`src/rtl/otter_dmem_arb_pkg.sv`:
```
`default_nettype none
// ============================================================================
//  Module      : otter_dmem_arb_pkg
//  Description : Shared types and constants for the OTTER data-memory
//                port-2 arbiter (owner tags, arbiter states, access sizes).
//  Revision    : 1.0 - initial release
// ============================================================================
package otter_dmem_arb_pkg;

    // Which requester a read issued last cycle belongs to
    typedef enum logic [1:0] {
        OWN_NONE = 2'd0,
        OWN_CPU  = 2'd1,
        OWN_DMA  = 2'd2
    } owner_e;

    // Arbiter states; LOCKED only exists when the burst-lock build is enabled
    typedef enum logic [0:0] {
        ARB    = 1'b0,
        LOCKED = 1'b1
    } arb_state_e;

    // Access size encodings carried on the size fields
    localparam logic [1:0] SZ_BYTE = 2'd0;
    localparam logic [1:0] SZ_HALF = 2'd1;
    localparam logic [1:0] SZ_WORD = 2'd2;

endpackage
`default_nettype wire

```
`src/rtl/otter_dmem_starve_ctr.sv`:
```
`default_nettype none
// ============================================================================
//  Module      : otter_dmem_starve_ctr
//  Description : Saturating counter of consecutive denied DMA cycles.
//                at_limit is high once the count equals STARVE_LIMIT.
//  Revision    : 1.0 - initial release
// ============================================================================
module otter_dmem_starve_ctr
    import otter_dmem_arb_pkg::*;
#(
    parameter int STARVE_LIMIT = 8
) (
    input  logic clk,
    input  logic rst_n,
    input  logic inc,
    input  logic clr,
    output logic at_limit
);

    localparam int CNT_W = $clog2(STARVE_LIMIT + 1);
    localparam logic [CNT_W-1:0] LIMIT_VAL = CNT_W'(STARVE_LIMIT);

    logic [CNT_W-1:0] starve_cnt;

    // Clear has priority over increment; the count sticks at the limit
    always_ff @(posedge clk or negedge rst_n) begin
        if (!rst_n) begin
            starve_cnt <= '0;
        end else if (clr) begin
            starve_cnt <= '0;
        end else if (inc && (starve_cnt != LIMIT_VAL)) begin
            starve_cnt <= starve_cnt + 1'b1;
        end
    end

    assign at_limit = (starve_cnt == LIMIT_VAL);

endmodule
`default_nettype wire

```
`src/rtl/otter_dmem_arbiter.sv`:
```
`default_nettype none
// ============================================================================
//  Module      : otter_dmem_arbiter
//  Description : Arbitrates OTTER memory data port 2 between the CPU MEM
//                stage and a DMA requester. CPU has fixed priority, a
//                starvation counter forces a DMA grant after STARVE_LIMIT
//                denied cycles, and read data is routed back by owner tag.
//                Optional DMA burst lock: define OTTER_DMEM_ARB_LOCK_EN.
//  Revision    : 1.0 - initial release
// ============================================================================
module otter_dmem_arbiter
    import otter_dmem_arb_pkg::*;
#(
    parameter int STARVE_LIMIT = 8,
    parameter int LOCK_MAX     = 16
) (
    input  logic        clk,
    input  logic        rst_n,
    // CPU (MEM stage) requester
    input  logic        cpu_req,
    input  logic        cpu_we,
    input  logic [31:0] cpu_addr,
    input  logic [31:0] cpu_wdata,
    input  logic [1:0]  cpu_size,
    input  logic        cpu_sign,
    output logic        cpu_gnt,
    output logic        cpu_rvalid,
    output logic [31:0] cpu_rdata,
    // DMA / programmer requester
    input  logic        dma_req,
    input  logic        dma_we,
    input  logic [31:0] dma_addr,
    input  logic [31:0] dma_wdata,
    input  logic [1:0]  dma_size,
    input  logic        dma_sign,
    output logic        dma_gnt,
    output logic        dma_rvalid,
    output logic [31:0] dma_rdata,
`ifdef OTTER_DMEM_ARB_LOCK_EN
    input  logic        dma_lock,
`endif
    // Memory port 2
    output logic        mem_read2,
    output logic        mem_write2,
    output logic [31:0] mem_addr2,
    output logic [31:0] mem_din2,
    output logic [1:0]  mem_size,
    output logic        mem_sign,
    input  logic [31:0] mem_dout2
);

    // Elaboration-time parameter range checks
    if ((STARVE_LIMIT < 1) || (STARVE_LIMIT > 255)) begin : g_bad_starve_limit
        $error("otter_dmem_arbiter: STARVE_LIMIT must be in 1..255");
    end
    if (LOCK_MAX < 1) begin : g_bad_lock_max
        $error("otter_dmem_arbiter: LOCK_MAX must be at least 1");
    end

    logic   at_limit;
    logic   force_dma;
    logic   locked_now;
    logic   starve_inc;
    logic   starve_clr;
    owner_e owner;

`ifdef OTTER_DMEM_ARB_LOCK_EN
    localparam int LOCK_W = $clog2(LOCK_MAX + 1);
    localparam logic [LOCK_W-1:0] LOCK_MAX_VAL = LOCK_W'(LOCK_MAX);

    arb_state_e        state;
    arb_state_e        state_nxt;
    logic [LOCK_W-1:0] lock_cnt;
    logic [LOCK_W-1:0] lock_cnt_nxt;
    logic              lock_block;
    logic              lock_block_nxt;

    // The lock only holds while requested and the burst budget remains;
    // otherwise this cycle is arbitrated normally.
    assign locked_now = (state == LOCKED) && dma_lock && (lock_cnt != LOCK_MAX_VAL);

    // Lock FSM state, burst counter and post-forced-exit lock suppression
    always_ff @(posedge clk or negedge rst_n) begin
        if (!rst_n) begin
            state      <= ARB;
            lock_cnt   <= '0;
            lock_block <= 1'b0;
        end else begin
            state      <= state_nxt;
            lock_cnt   <= lock_cnt_nxt;
            lock_block <= lock_block_nxt;
        end
    end

    // Lock FSM next state: enter on a locked DMA grant, leave on release or budget
    always_comb begin
        state_nxt      = state;
        lock_cnt_nxt   = lock_cnt;
        lock_block_nxt = lock_block;
        if (!dma_lock) begin
            lock_block_nxt = 1'b0;
        end
        case (state)
            ARB: begin
                if (dma_gnt && dma_lock && !lock_block) begin
                    state_nxt    = LOCKED;
                    lock_cnt_nxt = '0;
                end
            end
            LOCKED: begin
                if (locked_now) begin
                    if (dma_req) begin
                        lock_cnt_nxt = lock_cnt + 1'b1;
                    end
                end else begin
                    state_nxt = ARB;
                    // A forced exit ignores DMA_LOCK until it is dropped
                    if (dma_lock) begin
                        lock_block_nxt = 1'b1;
                    end
                end
            end
            default: state_nxt = ARB;
        endcase
    end
`else
    assign locked_now = 1'b0;
`endif

    assign force_dma = dma_req & at_limit;

    // Grant selection; everything is held off while reset is asserted
    always_comb begin
        cpu_gnt = 1'b0;
        dma_gnt = 1'b0;
        if (rst_n) begin
            if (locked_now) begin
                dma_gnt = dma_req;
            end else if (force_dma) begin
                dma_gnt = 1'b1;
            end else if (cpu_req) begin
                cpu_gnt = 1'b1;
            end else begin
                dma_gnt = dma_req;
            end
        end
    end

    assign starve_inc = dma_req & ~dma_gnt & ~locked_now;
    assign starve_clr = dma_gnt | ~dma_req | locked_now;

    otter_dmem_starve_ctr #(
        .STARVE_LIMIT (STARVE_LIMIT)
    ) u_starve_ctr (
        .clk      (clk),
        .rst_n    (rst_n),
        .inc      (starve_inc),
        .clr      (starve_clr),
        .at_limit (at_limit)
    );

    // Memory-side mux: DMA fields only when DMA holds the grant, else CPU
    always_comb begin
        mem_read2  = (cpu_gnt & ~cpu_we) | (dma_gnt & ~dma_we);
        mem_write2 = (cpu_gnt &  cpu_we) | (dma_gnt &  dma_we);
        mem_addr2  = cpu_addr;
        mem_din2   = cpu_wdata;
        mem_size   = cpu_size;
        mem_sign   = cpu_sign;
        if (dma_gnt) begin
            mem_addr2 = dma_addr;
            mem_din2  = dma_wdata;
            mem_size  = dma_size;
            mem_sign  = dma_sign;
        end
    end

    // Owner tag of the read issued this cycle, consumed when data returns
    always_ff @(posedge clk or negedge rst_n) begin
        if (!rst_n) begin
            owner <= OWN_NONE;
        end else if (cpu_gnt && !cpu_we) begin
            owner <= OWN_CPU;
        end else if (dma_gnt && !dma_we) begin
            owner <= OWN_DMA;
        end else begin
            owner <= OWN_NONE;
        end
    end

    assign cpu_rvalid = (owner == OWN_CPU);
    assign dma_rvalid = (owner == OWN_DMA);
    assign cpu_rdata  = mem_dout2;
    assign dma_rdata  = mem_dout2;

endmodule
`default_nettype wire

```
`config.mk`:
```
export PLATFORM = sky130hd
export DESIGN_NAME = otter_dmem_arbiter
export DESIGN_NICKNAME = d
export VERILOG_FILES = /design/src/rtl/otter_dmem_arb_pkg.sv /design/src/rtl/otter_dmem_starve_ctr.sv /design/src/rtl/otter_dmem_arbiter.sv
export SDC_FILE = /design/constraint.sdc
export NUM_CORES = 1
export LEC_CHECK = 0
export BUFFER_PORTS_ARGS = -buffer_cell sky130_fd_sc_hd__buf_2
export CORE_AREA = 5 5 115 117
export DETAILED_ROUTE_END_ITERATION = 8
export DIE_AREA = 0 0 120 122
export GPL_ROUTABILITY_DRIVEN = 1
export MAX_ROUTING_LAYER = met4
export PLACE_DENSITY = 0.52
export SKIP_LAST_GASP = 1
export SYNTH_ARGS = -nofsm -noshare
export SYNTH_HDL_FRONTEND = slang
export SYNTH_SLANG_ARGS = --single-unit
```
`constraint.sdc`:
```
create_clock -name clk -period 4.6 [get_ports clk]
set_input_delay 0.46 -clock clk [delete_from_list [all_inputs] [get_ports clk]]
set_output_delay 0.46 -clock clk [all_outputs]
set_load 0.005 [all_outputs]
```
==> summary.txt, run 1 <==
Yosys
  • Number of synthesized flops with an enable pin: 0
  • Synth Net Count: 356
  • Ranking of synthesized cells by area: mux2_2, buf_4, dfrtp_1
  • Area share of the largest cell type after synthesis: 41.2%
  • Multiplexer share of the synthesized area: 44.6%
  • #FFs+latches synth: 6
  • Post-synthesis sequential area ratio: 8.87%
  • Top_reg_cell synth: dfrtp_1
  • Most numerous cell in the Yosys netlist: buf_4
  • Simple-gate portion of the synthesized area: 6.43%
  • Post-synth ARST share: 100%
  • Area leader, netlist: mux2_2
  • Synth Instances: 182
  • Combinational family with the most area after synthesis: multiplexers
  • Syn_area_per_cell: 9.30 um^2
  • Post-synth cell types: 26
  • Compound-Gate Fraction of Synth Area: 3.40%
  • Synth Area in Adders: 1.48%
  • Cell Area, Synth: 1690 um^2
  • Yosys warns: 0
  • Synth Area in XOR/XNOR: 1.03%
  • Most frequent cells after synthesis: buf_4, mux2_2, dfrtp_1, inv_1, mux2_1

STA
  • Worst relative slew slack: 68.7%
  • Slew @ Worst Pin: 0.469 ns
  • RSZ-0062 raised after global routing: no
  • Fin crit period: 2.80 ns
  • Period utilization: 60.9%
  • Slew Limit Fails: 0
  • Setup Total Neg Slack: 0 ns
  • Final setup fails: 0
  • Worst Skew: 0.000994 ns
  • Max Clk Rate: 0.357 GHz
  • Final hold vios: 0

Floorplan
  • DIE AREA: 14600 um^2
  • Ports: 309
  • Initial core utilization: 13.8%
  • Site row count: 41
  • Die Ht: 122 um
  • Die Width: 120 um
  • Total core area: 12300 um^2

CTS
  • Root Buffer: clkbuf_16
  • CTS resizes: 0
  • Setup Buffers After CTS: 0
  • CTS Buffer Depth: 2
  • CTS tree: built
  • Clock Pin Slew Worst Setup and Hold Paths: 0.03 ns
  • Total CTS buffers: 3
  • # H-tree levels: 1
  • Hold buffer count at cts: 0
  • Skew-Pair Late Insertion Delay: 0.23 ns
  • # clock sinks: 6

Drt
  • Vias after detailed routing: 1756
  • Final wirelength: 6280 um
  • Final ANT Viol Nets: 0
  • Routed len/inst: 13.2 um
  • Vias per cell: 3.69
  • Drt first-iter violations: 45
  • Initial DRT Pass Iterations: 2
  • DR DRC count: 0

Power
  • Leak: 1.36 nW
  • Pwr/cell area: 152 nW/um^2
  • Max VDD drop: 0.0000718 V
  • Pwr Total: 0.000375 W

Layout
  • Fillers: 1335
  • Share of layout cells above drive strength 1: 85.9%
  • Synth-to-layout area growth: 46.2%
  • Final Core Density: 20.2%
  • Multi-input logic area: 963 um^2
  • Fin nets: 502
  • ANT cells: 0
  • Register area: 150 um^2

Placement
  • Routability Congestion: 0.694
  • Detail Placement HPWL: 5570 um
  • IO Port Bufs: 212

Setup path
  • Crit end category: output port
  • Critical path required time: 4.14 ns
  • Reg2Reg Setup Slack: 2.89 ns
  • CP Max Fanout: 37
  • Crit start category: flip-flop
  • CP Class: flip-flop to output port
  • Worst Path Arrival: 2.34 ns

GRT
  • Initial antenna violation count: 0
  • First-pass GRT wire length: 8540 um
  • Total Routing Usage GR: 7.43%
  • Vias in the first global route: 1675
  • Largest net degree at the start of global routing: 38
  • Remaining Overflow, GRT: 0

Min path
  • Hold crit path type: input port to async pin

Status
  • Status: finished, final reports clean

Job
  • MaxCap Viol Count: 0
==> cells in the final DEF (no fill, tap or decap) <==
cell type	n
o21ai_0	3
nand4b_1	1
nand4_1	1
mux2_2	62
nand3b_1	2
buf_2	212
nand2_1	2
o22ai_1	1
nor2_1	2
and3b_1	1
xnor2_1	1
buf_4	2
nor2b_1	3
dfrtp_1	6
o211ai_4	1
a21boi_0	1
nand3_1	3
clkbuf_16	3
and3_1	1
o21a_1	1
inv_1	6
xor2_1	1
mux2_1	5
nor3_1	3
ha_1	2
==> flip-flops by register name, indices dropped and copies added, names as in the netlist <==
name / cells
owner: 2
u_starve_ctr.starve_cnt: 4
==> worst max-delay path, stage by stage, from the launching register on <==
cell,delay [ns]
dfrtp_1,0.38
inv_1,0.07
ha_1,0.22
and3b_1,0.26
o211ai_4,0.18
buf_4,0.42
mux2_2,0.41
buf_2,0.14
==> logic make-up after synthesis <==
kind of cell / after synthesis
buffers and inverters: 79
xor gates and xnor gates: 2
adders and majority gates: 2
AOI/OAI and AO/OA: 7
muxes: 67
DFF: 6
and+or+nand+nor: 19
==> through the flow <==
| stage | setup WS [ns] | area, um^2 | cells | hold WS [ns] |
|---|---|---|---|---|
| 6_report | 1.80 | 2470 | 476 | 0.110 |
| 5_1_grt | 1.68 | 2470 | 476 | 0.128 |
| 4_1_cts | 1.78 | 2470 | 476 | 0.114 |
| 3_5_place_dp | 2.01 | 2400 | 473 | 0.354 |
| 3_3_place_gp | 2.07 | 2400 | 473 | 0.350 |
| 2_1_floorplan | 2.38 | 1690 | 182 | 0.164 |
==> area by class of cell <==
class | instances | share of cell area [%]
sequential | 6 | 6.07
tap | 150 | 7.58
multi-input combinational | 97 | 38.9
inverter | 6 | 0.910
timing repair buffer | 214 | 43.5
clock buffer | 3 | 3.03
==> routing by layer <==
layer	wire length [um]	global-route usage [%]
met5	0	-
met4	212	3.72
met3	722	2.37
met2	3040	11.7
met1	2300	8.54
==> worst paths after layout <==
path                       cells past startpoint                  startpoint                    endpoint
max                                            7  u_starve_ctr.starve_cnt[0]                mem_din2[24]
min                                            1                       rst_n  u_starve_ctr.starve_cnt[1]
max reg2reg                                    6  u_starve_ctr.starve_cnt[0]                    owner[1]
min reg2reg                                    3  u_starve_ctr.starve_cnt[2]  u_starve_ctr.starve_cnt[2]
max in group asynchronous                      1                       rst_n  u_starve_ctr.starve_cnt[3]
min in group clk                               2                      dma_we                    owner[1]
==> power breakdown <==
| part | internal, W | leakage, nW | switching, W |
|---|---|---|---|
| clock | 0.000111 | 0.0370 | 0.0000287 |
| sequential | 0.0000553 | 0.0813 | 0.00000197 |
| combinational | 0.000110 | 1.24 | 0.0000673 |
(Power assumes the default switching activity.)
==> run 2, diff against run 1 <==
--- a/config.mk
+++ b/config.mk
@@ -5,13 +5,14 @@
 export SDC_FILE = /design/constraint.sdc
 export NUM_CORES = 1
 export LEC_CHECK = 0
+export ABC_AREA = 1
 export BUFFER_PORTS_ARGS = -buffer_cell sky130_fd_sc_hd__buf_2
-export CORE_AREA = 5 5 115 117
+export CORE_AREA = 5 5 116 118
 export DETAILED_ROUTE_END_ITERATION = 8
-export DIE_AREA = 0 0 120 122
+export DIE_AREA = 0 0 121 123
 export GPL_ROUTABILITY_DRIVEN = 1
 export MAX_ROUTING_LAYER = met4
-export PLACE_DENSITY = 0.52
+export PLACE_DENSITY = 0.53
 export SKIP_LAST_GASP = 1
 export SYNTH_ARGS = -nofsm -noshare
 export SYNTH_HDL_FRONTEND = slang
==> constraint.sdc (replaced) <==
create_clock -name clk -period 2.3 [get_ports clk]
set_input_delay 0.23 -clock clk [delete_from_list [all_inputs] [get_ports clk]]
set_output_delay 0.23 -clock clk [all_outputs]
set_load 0.005 [all_outputs]
==> summary.txt, run 2 <==
Job
  • MaxCap Viol Count: 0

Drt
  • Drt first-iter violations: 44
  • Routed len/inst: 10.3 um
  • Initial DRT Pass Iterations: 4
  • Final wirelength: 6600 um
  • Vias after detailed routing: 2274
  • Final ANT Viol Nets: 0
  • DR DRC count: 0
  • Vias per cell: 3.56

CTS
  • Total CTS buffers: 3
  • # clock sinks: 6
  • # H-tree levels: 1
  • Root Buffer: clkbuf_16
  • Clock Pin Slew Worst Setup and Hold Paths: 0.03 ns
  • CTS resizes: 0
  • CTS Buffer Depth: 2
  • CTS tree: built
  • Skew-Pair Late Insertion Delay: 0.23 ns

GRT
  • Initial antenna violation count: 0
  • Total Routing Usage GR: 7.92%
  • Vias in the first global route: 2083
  • First-pass GRT wire length: 9480 um
  • Largest net degree at the start of global routing: 70
  • Remaining Overflow, GRT: 0

Yosys
  • Synth Instances: 325
  • Yosys warns: 0
  • Area leader, netlist: nand2_1
  • Most numerous cell in the Yosys netlist: nand2_1
  • Post-synthesis sequential area ratio: 8.94%
  • Ranking of synthesized cells by area: nand2_1, buf_4, dfrtp_1
  • #FFs+latches synth: 6
  • Number of synthesized flops with an enable pin: 0
  • Most frequent cells after synthesis: nand2_1, buf_4, buf_2, inv_1
  • Post-synth cell types: 18
  • Cell Area, Synth: 1680 um^2
  • Area share of the largest cell type after synthesis: 46.5%
  • Post-synth ARST share: 100%
  • Syn_area_per_cell: 5.17 um^2
  • Top_reg_cell synth: dfrtp_1
  • Synth Net Count: 499

Power
  • Pwr Total: 0.000767 W
  • Pwr/cell area: 305 nW/um^2
  • Leak: 1.68 nW
  • Max VDD drop: 0.000140 V

Setup path
  • CP Max Fanout: 69
  • Crit start category: input port
  • Bufs and invs on worst path: 6
  • Reg2Reg Setup Slack: 0.80 ns
  • Most common cell on crit path: nand2_1
  • Crit end category: output port
  • CP top delay family: buffers and inverters
  • FF-to-FF path depth: 8
  • CP Class: input port to output port
  • Worst Path Arrival: 1.92 ns
  • Slowest-stage cell, CP: dlygate4sd3_1
  • Critical path required time: 2.07 ns
  • CP Cell Sequence: dlygate4sd3_1 > buf_2 > nand2_1 > inv_2 > nand2_4 > inv_4 > buf_12 > nand2_1 > nand2_1 > buf_2
  • Worst r2r dst: u_starve_ctr.starve_cnt[3]
  • Worst stage delay on the critical path: 0.53 ns
  • Reg-to-reg critical path startpoint: u_starve_ctr.starve_cnt[0]

Placement
  • Detail Placement HPWL: 5580 um
  • IO Port Bufs: 212
  • Routability Congestion: 0.704
  • Dpl ws: 0.488 ns

STA
  • Worst Slack Setup Final: 0.153 ns
  • Final hold vios: 0
  • Worst relative slew slack: 74.1%
  • Period utilization: 93.4%
  • Hold Slack: 0.202 ns
  • Slew @ Worst Pin: 0.388 ns
  • Max Clk Rate: 0.466 GHz
  • Final setup fails: 0
  • Slew Limit Fails: 0
  • Fin crit period: 2.15 ns
  • Worst Skew: 0.00134 ns
  • Setup Total Neg Slack: 0 ns
  • RSZ-0062 raised after global routing: no

Layout
  • Max FFs per register: 4
  • Most common cell after layout, fill and taps aside: buf_2
  • Fin nets: 642
  • Synth-to-layout area growth: 49.6%
  • Largest regs: u_starve_ctr.starve_cnt x4, owner x2
  • Final Core Density: 20.3%
  • ANT cells: 0
  • Most frequent cells in the layout: buf_2, nand2_1, inv_1
  • Top reg by flops: u_starve_ctr.starve_cnt
  • Share of layout cells above drive strength 1: 47.9%

Min path
  • Cell count of the worst hold path: 2
  • Hold crit path type: input port to flip-flop
  • Hold Crit Endpoint: owner[1]
  • Min-delay src: dma_we

Floorplan
  • DIE AREA: 14900 um^2
  • Ports: 309
  • Die Width: 121 um
  • Die Ht: 123 um
  • Total core area: 12400 um^2
  • Initial core utilization: 13.6%
  • Site row count: 41

Status
  • Status: finished, final reports clean
-- run 2: changes by cell type after synthesis, sizes merged, moves of 2 or more --
cell,before,now
nor3,3,0
nor2b,3,0
nand3b,2,0
nand2,2,209
inv,6,12
nor2,2,6
buf,72,78
nand4,1,3
mux2,67,0
-- run 2: worst reg2reg max path, stage by stage (launching register included) --
cell and delay, ns:
dfrtp_1 0.39, inv_1 0.06, ha_1 0.21, nand3_2 0.08
nand2_1 0.08, nand2_4 0.08, buf_4 0.35, nand2_1 0.09
nor2_1 0.09
-- run 2: metal layers --
layer	vias up	share of wire [%]	GRT usage [%]
met5	-	0	-
met4	0	3.6	3.97
met3	22	13	2.42
met2	162	49	13.8
met1	904	35	8.10
li1	1186	-	-
-- run 2: cell families (layout without fill, tap and decap cells) --
| family | Yosys count | count (layout) | synth area share (%) |
|---|---|---|---|
| AND/OR/NAND/NOR | 221 | 221 | 50.8 |
| buffers and inverters | 90 | 231 | 36.4 |
| AO/OA/AOI/OAI | 4 | 4 | 1.34 |
| flip-flops | 6 | 6 | 8.94 |
| XOR/XNOR | 2 | 2 | 1.04 |
| adder cells (fa/ha/maj) | 2 | 2 | 1.49 |
-- run 2: layout make-up --
| type | count | area (um^2) |
|---|---|---|
| Tap cell | 172 | 215 |
| Fill cell | 1413 | 9850 |
| Timing Repair Buffer | 216 | 1110 |
| Sequential cell | 6 | 150 |
| Multi-Input combinational cell | 229 | 918 |
| Inverter | 12 | 47.5 |
| Clock buffer | 3 | 75.1 |
-- run 2: repair_timing --
action	in CTS	in global routing
hold buffers	1	0
endpoints found under the hold margin	6	0
buffers inserted	0	0
-- run 2: how the worst max path moves through the flow --
stage / start / endpoint / depth (start not counted) / slack, ns
5_1_grt: rst_n / mem_din2[25] / 9 / 0.05
4_1_cts: rst_n / mem_din2[6] / 10 / 0.18
6_report: rst_n / mem_din2[6] / 10 / 0.15
3_3_place_gp: u_starve_ctr.starve_cnt[0] / mem_addr2[2] / 9 / 0.50
3_5_place_dp: u_starve_ctr.starve_cnt[0] / mem_addr2[2] / 9 / 0.49
2_1_floorplan: u_starve_ctr.starve_cnt[0] / mem_addr2[11] / 10 / 0.80
-- run 2: report_power, final --
part | internal (W) | switching (W) | total (W)
clock network | 0.000224 | 0.0000635 | 0.000287
registers | 0.000111 | 0.00000393 | 0.000115
logic | 0.000196 | 0.000169 | 0.000365
-- run 2: per-stage QoR --
stage / cells / cell area (um^2)
after floorplan: 325 / 1680
after global placement: 634 / 2430
after detailed placement: 634 / 2430
after CTS: 638 / 2510
after global routing: 638 / 2510
final: 638 / 2510
